==> src/rtl/l1_line_fill_if.sv <==
// rtl/l1_line_fill_if.sv - request, memory return and data-RAM write bundle for the line-fill engine
interface l1_line_fill_if #(
  parameter int ADDR_WIDTH = 16,
  parameter int DATA_WIDTH = 32,
  parameter int BEATS      = 4
);
  localparam int BW = $clog2(BEATS);
  localparam int LW = ADDR_WIDTH - BW;

  logic                  req_valid;
  logic                  req_ready;
  logic [LW-1:0]         req_line;
  logic                  mem_req_valid;
  logic                  mem_req_ready;
  logic [LW-1:0]         mem_req_line;
  logic                  mem_rvalid;
  logic                  mem_rready;
  logic [DATA_WIDTH-1:0] mem_rdata;
  logic                  mem_rerr;
  logic                  wen;
  logic [ADDR_WIDTH-1:0] waddr;
  logic [DATA_WIDTH-1:0] wdata;
  logic                  busy;
  logic                  done_valid;
  logic                  done_err;

  // Engine side
  modport slave (
    input  req_valid, req_line, mem_req_ready, mem_rvalid, mem_rdata, mem_rerr,
    output req_ready, mem_req_valid, mem_req_line, mem_rready,
           wen, waddr, wdata, busy, done_valid, done_err
  );

  // Cache / memory side
  modport master (
    output req_valid, req_line, mem_req_ready, mem_rvalid, mem_rdata, mem_rerr,
    input  req_ready, mem_req_valid, mem_req_line, mem_rready,
           wen, waddr, wdata, busy, done_valid, done_err
  );
endinterface

==> src/rtl/l1_line_fill.sv <==
// rtl/l1_line_fill.sv - L1 cache-line refill engine driving the data-RAM write port
module l1_line_fill #(
  parameter int ADDR_WIDTH = 16,
  parameter int DATA_WIDTH = 32,
  parameter int BEATS      = 4
) (
  input logic          clk,
  input logic          rst,
  l1_line_fill_if.slave bus
);
  localparam int BW = $clog2(BEATS);
  localparam int LW = ADDR_WIDTH - BW;

  typedef enum logic [1:0] {IDLE, REQ, FILL, DONE} state_t;

  state_t                state_q, state_d;
  logic [LW-1:0]         line_q, line_d;
  logic [BW-1:0]         beat_q, beat_d;
  logic                  err_q, err_d;
  logic                  wen_q, wen_d;
  logic [ADDR_WIDTH-1:0] waddr_q, waddr_d;
  logic [DATA_WIDTH-1:0] wdata_q, wdata_d;

  // State and write-port registers; reset drops any pending write
  always_ff @(posedge clk or posedge rst) begin
    if (rst) begin
      state_q <= IDLE;
      line_q  <= '0;
      beat_q  <= '0;
      err_q   <= 1'b0;
      wen_q   <= 1'b0;
      waddr_q <= '0;
      wdata_q <= '0;
    end else begin
      state_q <= state_d;
      line_q  <= line_d;
      beat_q  <= beat_d;
      err_q   <= err_d;
      wen_q   <= wen_d;
      waddr_q <= waddr_d;
      wdata_q <= wdata_d;
    end
  end

  // Next-state: latch the line, hand it to memory, write beats in arrival order
  always_comb begin
    state_d = state_q;
    line_d  = line_q;
    beat_d  = beat_q;
    err_d   = err_q;
    wen_d   = 1'b0;
    waddr_d = waddr_q;
    wdata_d = wdata_q;
    case (state_q)
      IDLE: begin
        if (bus.req_valid) begin
          line_d  = bus.req_line;
          beat_d  = '0;
          err_d   = 1'b0;
          state_d = REQ;
        end
      end
      REQ: begin
        if (bus.mem_req_ready) state_d = FILL;
      end
      FILL: begin
        if (bus.mem_rvalid) begin
          // Error beats are still written; the cache invalidates via done_err
          wen_d   = 1'b1;
          waddr_d = {line_q, beat_q};
          wdata_d = bus.mem_rdata;
          err_d   = err_q | bus.mem_rerr;
          beat_d  = beat_q + BW'(1);
          if (beat_q == BW'(BEATS - 1)) state_d = DONE;
        end
      end
      DONE: begin
        state_d = IDLE;
      end
      default: begin
        state_d = IDLE;
      end
    endcase
  end

  // Handshake outputs decode from registered state only
  assign bus.req_ready     = (state_q == IDLE);
  assign bus.mem_req_valid = (state_q == REQ);
  assign bus.mem_req_line  = line_q;
  assign bus.mem_rready    = (state_q == FILL);
  assign bus.busy          = (state_q != IDLE);
  assign bus.done_valid    = (state_q == DONE);
  assign bus.done_err      = (state_q == DONE) && err_q;
  assign bus.wen           = wen_q;
  assign bus.waddr         = waddr_q;
  assign bus.wdata         = wdata_q;
endmodule

==> src/flat_wrapper.sv <==
// flat-port wrapper written by rule: the top's interface ports become plain ports
module l1_line_fill_flat 
#(
  parameter int ADDR_WIDTH = 16,
  parameter int DATA_WIDTH = 32,
  parameter int BEATS      = 4
)
  (clk, rst, bus_req_valid, bus_req_line, bus_mem_req_ready, bus_mem_rvalid, bus_mem_rdata, bus_mem_rerr, bus_req_ready, bus_mem_req_valid, bus_mem_req_line, bus_mem_rready, bus_wen, bus_waddr, bus_wdata, bus_busy, bus_done_valid, bus_done_err);
  l1_line_fill_if #(.ADDR_WIDTH(ADDR_WIDTH), .DATA_WIDTH(DATA_WIDTH), .BEATS(BEATS)) bus_i ();
  input logic clk;
  input logic rst;
  input wire logic [$bits(bus_i.req_valid)-1:0] bus_req_valid;
  input wire logic [$bits(bus_i.req_line)-1:0] bus_req_line;
  input wire logic [$bits(bus_i.mem_req_ready)-1:0] bus_mem_req_ready;
  input wire logic [$bits(bus_i.mem_rvalid)-1:0] bus_mem_rvalid;
  input wire logic [$bits(bus_i.mem_rdata)-1:0] bus_mem_rdata;
  input wire logic [$bits(bus_i.mem_rerr)-1:0] bus_mem_rerr;
  output wire logic [$bits(bus_i.req_ready)-1:0] bus_req_ready;
  output wire logic [$bits(bus_i.mem_req_valid)-1:0] bus_mem_req_valid;
  output wire logic [$bits(bus_i.mem_req_line)-1:0] bus_mem_req_line;
  output wire logic [$bits(bus_i.mem_rready)-1:0] bus_mem_rready;
  output wire logic [$bits(bus_i.wen)-1:0] bus_wen;
  output wire logic [$bits(bus_i.waddr)-1:0] bus_waddr;
  output wire logic [$bits(bus_i.wdata)-1:0] bus_wdata;
  output wire logic [$bits(bus_i.busy)-1:0] bus_busy;
  output wire logic [$bits(bus_i.done_valid)-1:0] bus_done_valid;
  output wire logic [$bits(bus_i.done_err)-1:0] bus_done_err;
  assign bus_i.req_valid = bus_req_valid;
  assign bus_i.req_line = bus_req_line;
  assign bus_i.mem_req_ready = bus_mem_req_ready;
  assign bus_i.mem_rvalid = bus_mem_rvalid;
  assign bus_i.mem_rdata = bus_mem_rdata;
  assign bus_i.mem_rerr = bus_mem_rerr;
  assign bus_req_ready = bus_i.req_ready;
  assign bus_mem_req_valid = bus_i.mem_req_valid;
  assign bus_mem_req_line = bus_i.mem_req_line;
  assign bus_mem_rready = bus_i.mem_rready;
  assign bus_wen = bus_i.wen;
  assign bus_waddr = bus_i.waddr;
  assign bus_wdata = bus_i.wdata;
  assign bus_busy = bus_i.busy;
  assign bus_done_valid = bus_i.done_valid;
  assign bus_done_err = bus_i.done_err;
  l1_line_fill #(.ADDR_WIDTH(ADDR_WIDTH), .DATA_WIDTH(DATA_WIDTH), .BEATS(BEATS)) u_core (.clk(clk), .rst(rst), .bus(bus_i));
endmodule
==> config.mk <==
export PLATFORM = sky130hd
export DESIGN_NAME = l1_line_fill_flat
export DESIGN_NICKNAME = d
export VERILOG_FILES = /design/src/rtl/l1_line_fill_if.sv /design/src/rtl/l1_line_fill.sv /design/src/flat_wrapper.sv
export SDC_FILE = /design/constraint.sdc
export NUM_CORES = 1
export LEC_CHECK = 0
export BUFFER_PORTS_ARGS = -buffer_cell sky130_fd_sc_hd__buf_4
export CAP_MARGIN = 20
export CORE_MARGIN = 1
export CORE_UTILIZATION = 47
export CTS_CLUSTER_SIZE = 16
export DETAILED_ROUTE_END_ITERATION = 6
export PLACE_DENSITY = 0.82
export SKIP_LAST_GASP = 1
export SYNTH_ARGS = -nofsm -noshare
export SYNTH_HDL_FRONTEND = slang
export SYNTH_SLANG_ARGS = --single-unit
==> constraint.sdc <==
create_clock -name clk -period 2.1 [get_ports clk]
set_clock_uncertainty 0.15 [all_clocks]
set_input_delay 0.105 -clock clk [delete_from_list [all_inputs] [get_ports clk]]
set_output_delay 0.105 -clock clk [all_outputs]
set_load 0.005 [all_outputs]
Yosys cells after proc, flatten, opt, wreduce, memory -nomap -nowiden
Cells that the tools add are included.

word-level totals
  register bits = 68
  input bits = 52
  output and inout bits = 69
  logic and storage cells = 38

cells by class
  add/sub/neg operators = 1
  equal/unequal tests = 8
  mux-type cells = 13
  bitwise operators = 1
  reductions and logical operators = 8

operator list
  operator               count
  $mux W2                6
  $pmux W2 S4            1
  $eq A2 B2 Y1 const B   3
  $ne A2 B2 Y1 const B   3
  $mux W1                4
  $pmux W2 S2            1
  $reduce_and A2 Y1      2
  $reduce_and A4 Y1      1
  $reduce_bool A2 Y1     2
  $reduce_and A3 Y1      1
  $add A2 B1 Y2 const B  1
  $eq A2 B1 Y1 const B   1
  $logic_not A2 Y1       1
  $ne A2 B1 Y1 const B   1
  $pmux W1 S2            1
  $logic_and A1 B1 Y1    1
  $or A1 B1 Y1           1

Depth between registers and ports, before layout
  word-level depth = 4
  gate-level depth with buffers = 6
  mapped depth without buffers = 5

Least setup slack after synthesis
Ideal clock, no wire load.

  path kind = register -> register
  start = register u_core.state_q[0]
  end = register u_core.state_q[1]
  setup time = 0.125 ns
  data arrival time = 1.526 ns
  data required time = 1.825 ns
  setup slack = 0.299 ns
  stages on the path, launching flop included = 6
  buffers on the path = 0
  path through = dfrtp_1 > inv_1 > ha_1 > nor2b_4 > a2111oi_4 > mux2_4

on the way
  word-level cells in the longest chain between the ends = 3

RTL lines
  item                                                    RTL line            text
  start, declared                                         l1_line_fill.sv:16  state_t state_q, state_d;
  start signal, assigned                                  l1_line_fill.sv:35  state_q <= state_d;
  $eq A2 B2 Y1 (*)                                        n/a
  named net bus_mem_rready                                flat_wrapper.sv:21  output wire logic [$bits(bus_i.mem_rready)-1:0] bus_mem_rready;
  $ne A2 B1 Y1 (no line) or $ne A2 B2 Y1 (tied branches)  n/a
  $reduce_and A4 Y1 (no line)                             n/a

The timed path passes the listed nets; every way through them passes the cells marked *.
A chain may end at the register's enable or synchronous reset.

Worst setup path after layout
  start = register u_core.state_q[0]
  end = register u_core.err_q

on the way
  word-level cells in the longest chain between the ends = 3

RTL lines
  item                                                          RTL line            text
  $eq A2 B2 Y1 or $logic_not A2 Y1 (tied branches)              l1_line_fill.sv:54  case (state_q)
  $ne A2 B2 Y1 (no line) or $reduce_bool A2 Y1 (tied branches)  n/a
  $reduce_and A3 Y1 (no line)                                   n/a
  end signal, assigned                                          l1_line_fill.sv:38  err_q <= err_d;
  end, declared                                                 l1_line_fill.sv:19  logic err_q, err_d;

Parallel ways exist; a longest one is shown, timed or not.

==> flow_metrics.py <==
metrics = {
    "synthesis": {
        "synth_area_leaders": "dfrtp_1 (62%), mux2_2 (22%), mux2_4 (5.5%), ha_1 (2.8%), a2111oi_4 (1.0%)",
        "synth_top_family_by_area": "multiplexers",
        "synth_area_per_cell_um2": 16.3,
        "yosysSeqAreaShare": 0.624,
        "synth_compound_area_frac": 0.0271,
        "synth-simple-area-share": 0.0184,
        "synthDistinctLibCells": 19,
        "synthCells": 167,
        "yosys.area.top_type": "dfrtp_1",
        "syn-num-nets": 225,
        "ys_warn_count": 0,
        "ys_ff_latch": 68,
        "synth_xor_area_frac": 0,
        "synthAdderAreaFrac": 0.0275,
        "synth_top_area_frac": 0.624,
        "yosys-mux-area-fraction": 0.278,
        "synthesis.area_um2": 2730,
    },
    "clocking": {
        "clk_pin_slew_ps": 60,
        "htreeDepth": 3,
        "clock-sinks": 68,
        "cts_tree": "done",
        "root_buffer": "clkbuf_8",
        "cts.repair.resized": 0,
        "insertion_delay_ps": 330,
        "cts_buffer_depth": 2,
        "cts_made_buffers": 9,
    },
    "sta": {
        "fmax_mhz": 514,
        "setup-violations-final": 0,
        "slew_headroom": 0.750,
        "fin_ws_ps": 153,
        "rsz0062_at_grt": "no",
        "tightest_slew_ps": 374,
        "fin_crit_ps": 1950,
        "fin_tns_setup_ps": 0,
        "slew_violations": 0,
        "report.final.hold_viol_count": 0,
        "fin_crit_sh": 0.927,
        "holdWs_ps": 97.1,
    },
    "floorplan": {
        "pin_count": 121,
        "initial_utilization": 0.492,
        "die_x_um": 78.2,
        "rows": 27,
        "die_h_um": 78.2,
        "die-area_um2": 6110,
        "core_um2": 5540,
    },
    "route": {
        "drt_pass1_iterations": 4,
        "drt_iter0_drc": 48,
        "drc": 0,
        "viasPerCell": 4.76,
        "detail_route.wl_per_cell_um": 15.2,
        "antenna_left": 0,
        "wl_um": 6440,
        "vias": 2023,
    },
    "worst_setup_path": {
        "cpMaxStageDelayCell": "dlygate4sd3_1",
        "required_ps": 2170,
        "path_cells": "inv_1 -> ha_1 -> inv_1 -> o2111ai_1 -> dlygate4sd3_1 -> nand2_1",
        "path_class": "reg -> reg",
        "cpMostUsedCell": "inv_1",
        "arrival_ps": 2020,
        "end_kind": "flip-flop",
        "max_stage_delay_ps": 560,
        "startpoint_type": "flip-flop",
        "cp_max_fo": 5,
    },
    "grt": {
        "grt-ovfl-total": 0,
        "grt_pass1_wl_um": 10300,
        "first_global_vias": 2172,
        "grt_max_degree": 37,
        "grt_use_total": 0.226,
        "antenna_found_initial": 0,
    },
    "final_layout": {
        "drive_gt1_frac": 0.578,
        "stdcell_count": 425,
        "layout.nets": 406,
        "final_cell_mix": "buf_4 (122), dfrtp_1 (68), mux2_2 (53)",
        "area_growth_pct": 62.2,
        "final_common_cell": "buf_4",
        "diodes": 0,
    },
    "power": {
        "powerDensity_nw_per_um2": 1350,
        "internal_power_uw": 4200,
        "switching_power_uw": 1750,
        "swShare": 0.295,
        "power_uw": 5950,
        "clkPwrFrac": 0.152,
        "leakage_uw": 0.00218,
        "comb_power_share": 0.450,
        "power_frac_seq": 0.398,
        "peakVddDrop_v": 0.000908,
    },
    "place": {
        "routabilityCongestion": 0.793,
        "post-place-cells": 358,
        "placement.io_buffers": 120,
        "dp_hpwl_um": 4060,
        "dpl_worst_slack_ps": 215,
    },
    "min_path": {
        "worst_hold_path_type": "in -> reg",
    },
    "flow_run": {
        "drv_cap": 0,
    },
    "run_status": {
        "status": "completed",
    },
}
## final cells by class
type	instances	area [um2]
Inverter	7	26.3
Multi-Input combinational cell	86	956
Clock inverter	2	10.0
Tap cell	72	90.1
Fill cell	329	1120
Sequential cell	68	1700
Clock buffer	14	153
Timing Repair Buffer	176	1490
## state kept, by name (all words and copies together), names as in the netlist
name	cells
u_core.bus.wen	1
u_core.bus.waddr	16
u_core.err_q	1
u_core.beat_q	2
u_core.state_q	2
u_core.bus.mem_req_line	14
u_core.bus.wdata	32
## cell families (layout without fill, tap and decap cells)
family	after synthesis	in the layout
buffers and inverters	13	199
and+or+nand+nor	8	8
muxes	64	64
DFF	68	68
adders and majority gates	6	6
AOI/OAI and AO/OA	8	8
## worst max-delay path, delay by kind of cell, from the launching register on
family / cells / cell delay, ps
AOI/OAI and AO/OA: 1 / 190
adders and majority gates: 1 / 250
buffers and inverters: 3 / 790
DFF: 1 / 400
and+or+nand+nor: 1 / 40
## cells in the mapped netlist
cell type   n
nor2_1      1
buf_2       4
nand2_1     2
buf_6       2
o2111ai_1   1
ha_1        6
and2_1      1
o211ai_1    1
mux2_2     53
o21ai_0     3
nor2b_1     2
a2111oi_4   1
mux2i_1     1
mux2_4     10
inv_1       7
nor2b_4     1
dfrtp_1    68
nand2_2     1
o31ai_1     2
## power groups by stage
stage                     Combinational (uW)  Clock, uW  Sequential, uW
after detailed placement                2590          0            2390
after global routing                    2880        999            2460
after CTS                               2680        934            2360
after floorplan                         1210          0            2380
after global placement                  2540          0            2340
final                                   2680        906            2370
## path summary, 6_finish.rpt
kind / startpoint / endpoint / slack, ps / cells past startpoint
setup / recovery: u_core.state_q[0] / u_core.err_q / 150 / 6
hold / removal: bus_mem_req_ready / u_core.state_q[0] / 100 / 4
setup reg to reg: u_core.state_q[0] / u_core.err_q / 150 / 6
hold reg to reg: u_core.err_q / u_core.err_q / 350 / 2
max in group asynchronous: rst / u_core.bus.wdata[31] / 1100 / 4
min in group asynchronous: rst / u_core.bus.wdata[26] / 140 / 3
## per-stage QoR
step / utilization / instance area (um2)
after detailed placement: 0.677 / 3750
after CTS: 0.798 / 4420
final: 0.798 / 4420
after global placement: 0.677 / 3750
after global routing: 0.798 / 4420
after floorplan: - / 2730
## per-layer routing
layer  wire length [um]  part of all wire  GRT usage  vias to the layer above
li1                   -                 -          -                      940
met1               2600              0.40      0.258                      993
met2               3350              0.52      0.389                       75
met3                310             0.048     0.0477                       15
met4                189             0.029      0.137                        0
met5                  0                 0          0                        -
## repair_timing
action | CTS | global route
hold buffers | 51 | 0
endpoints found under the setup margin | 0 | 0
hold endpoints to repair | 116 | 0
buffers inserted | 0 | 0
(Power assumes the default switching activity.)
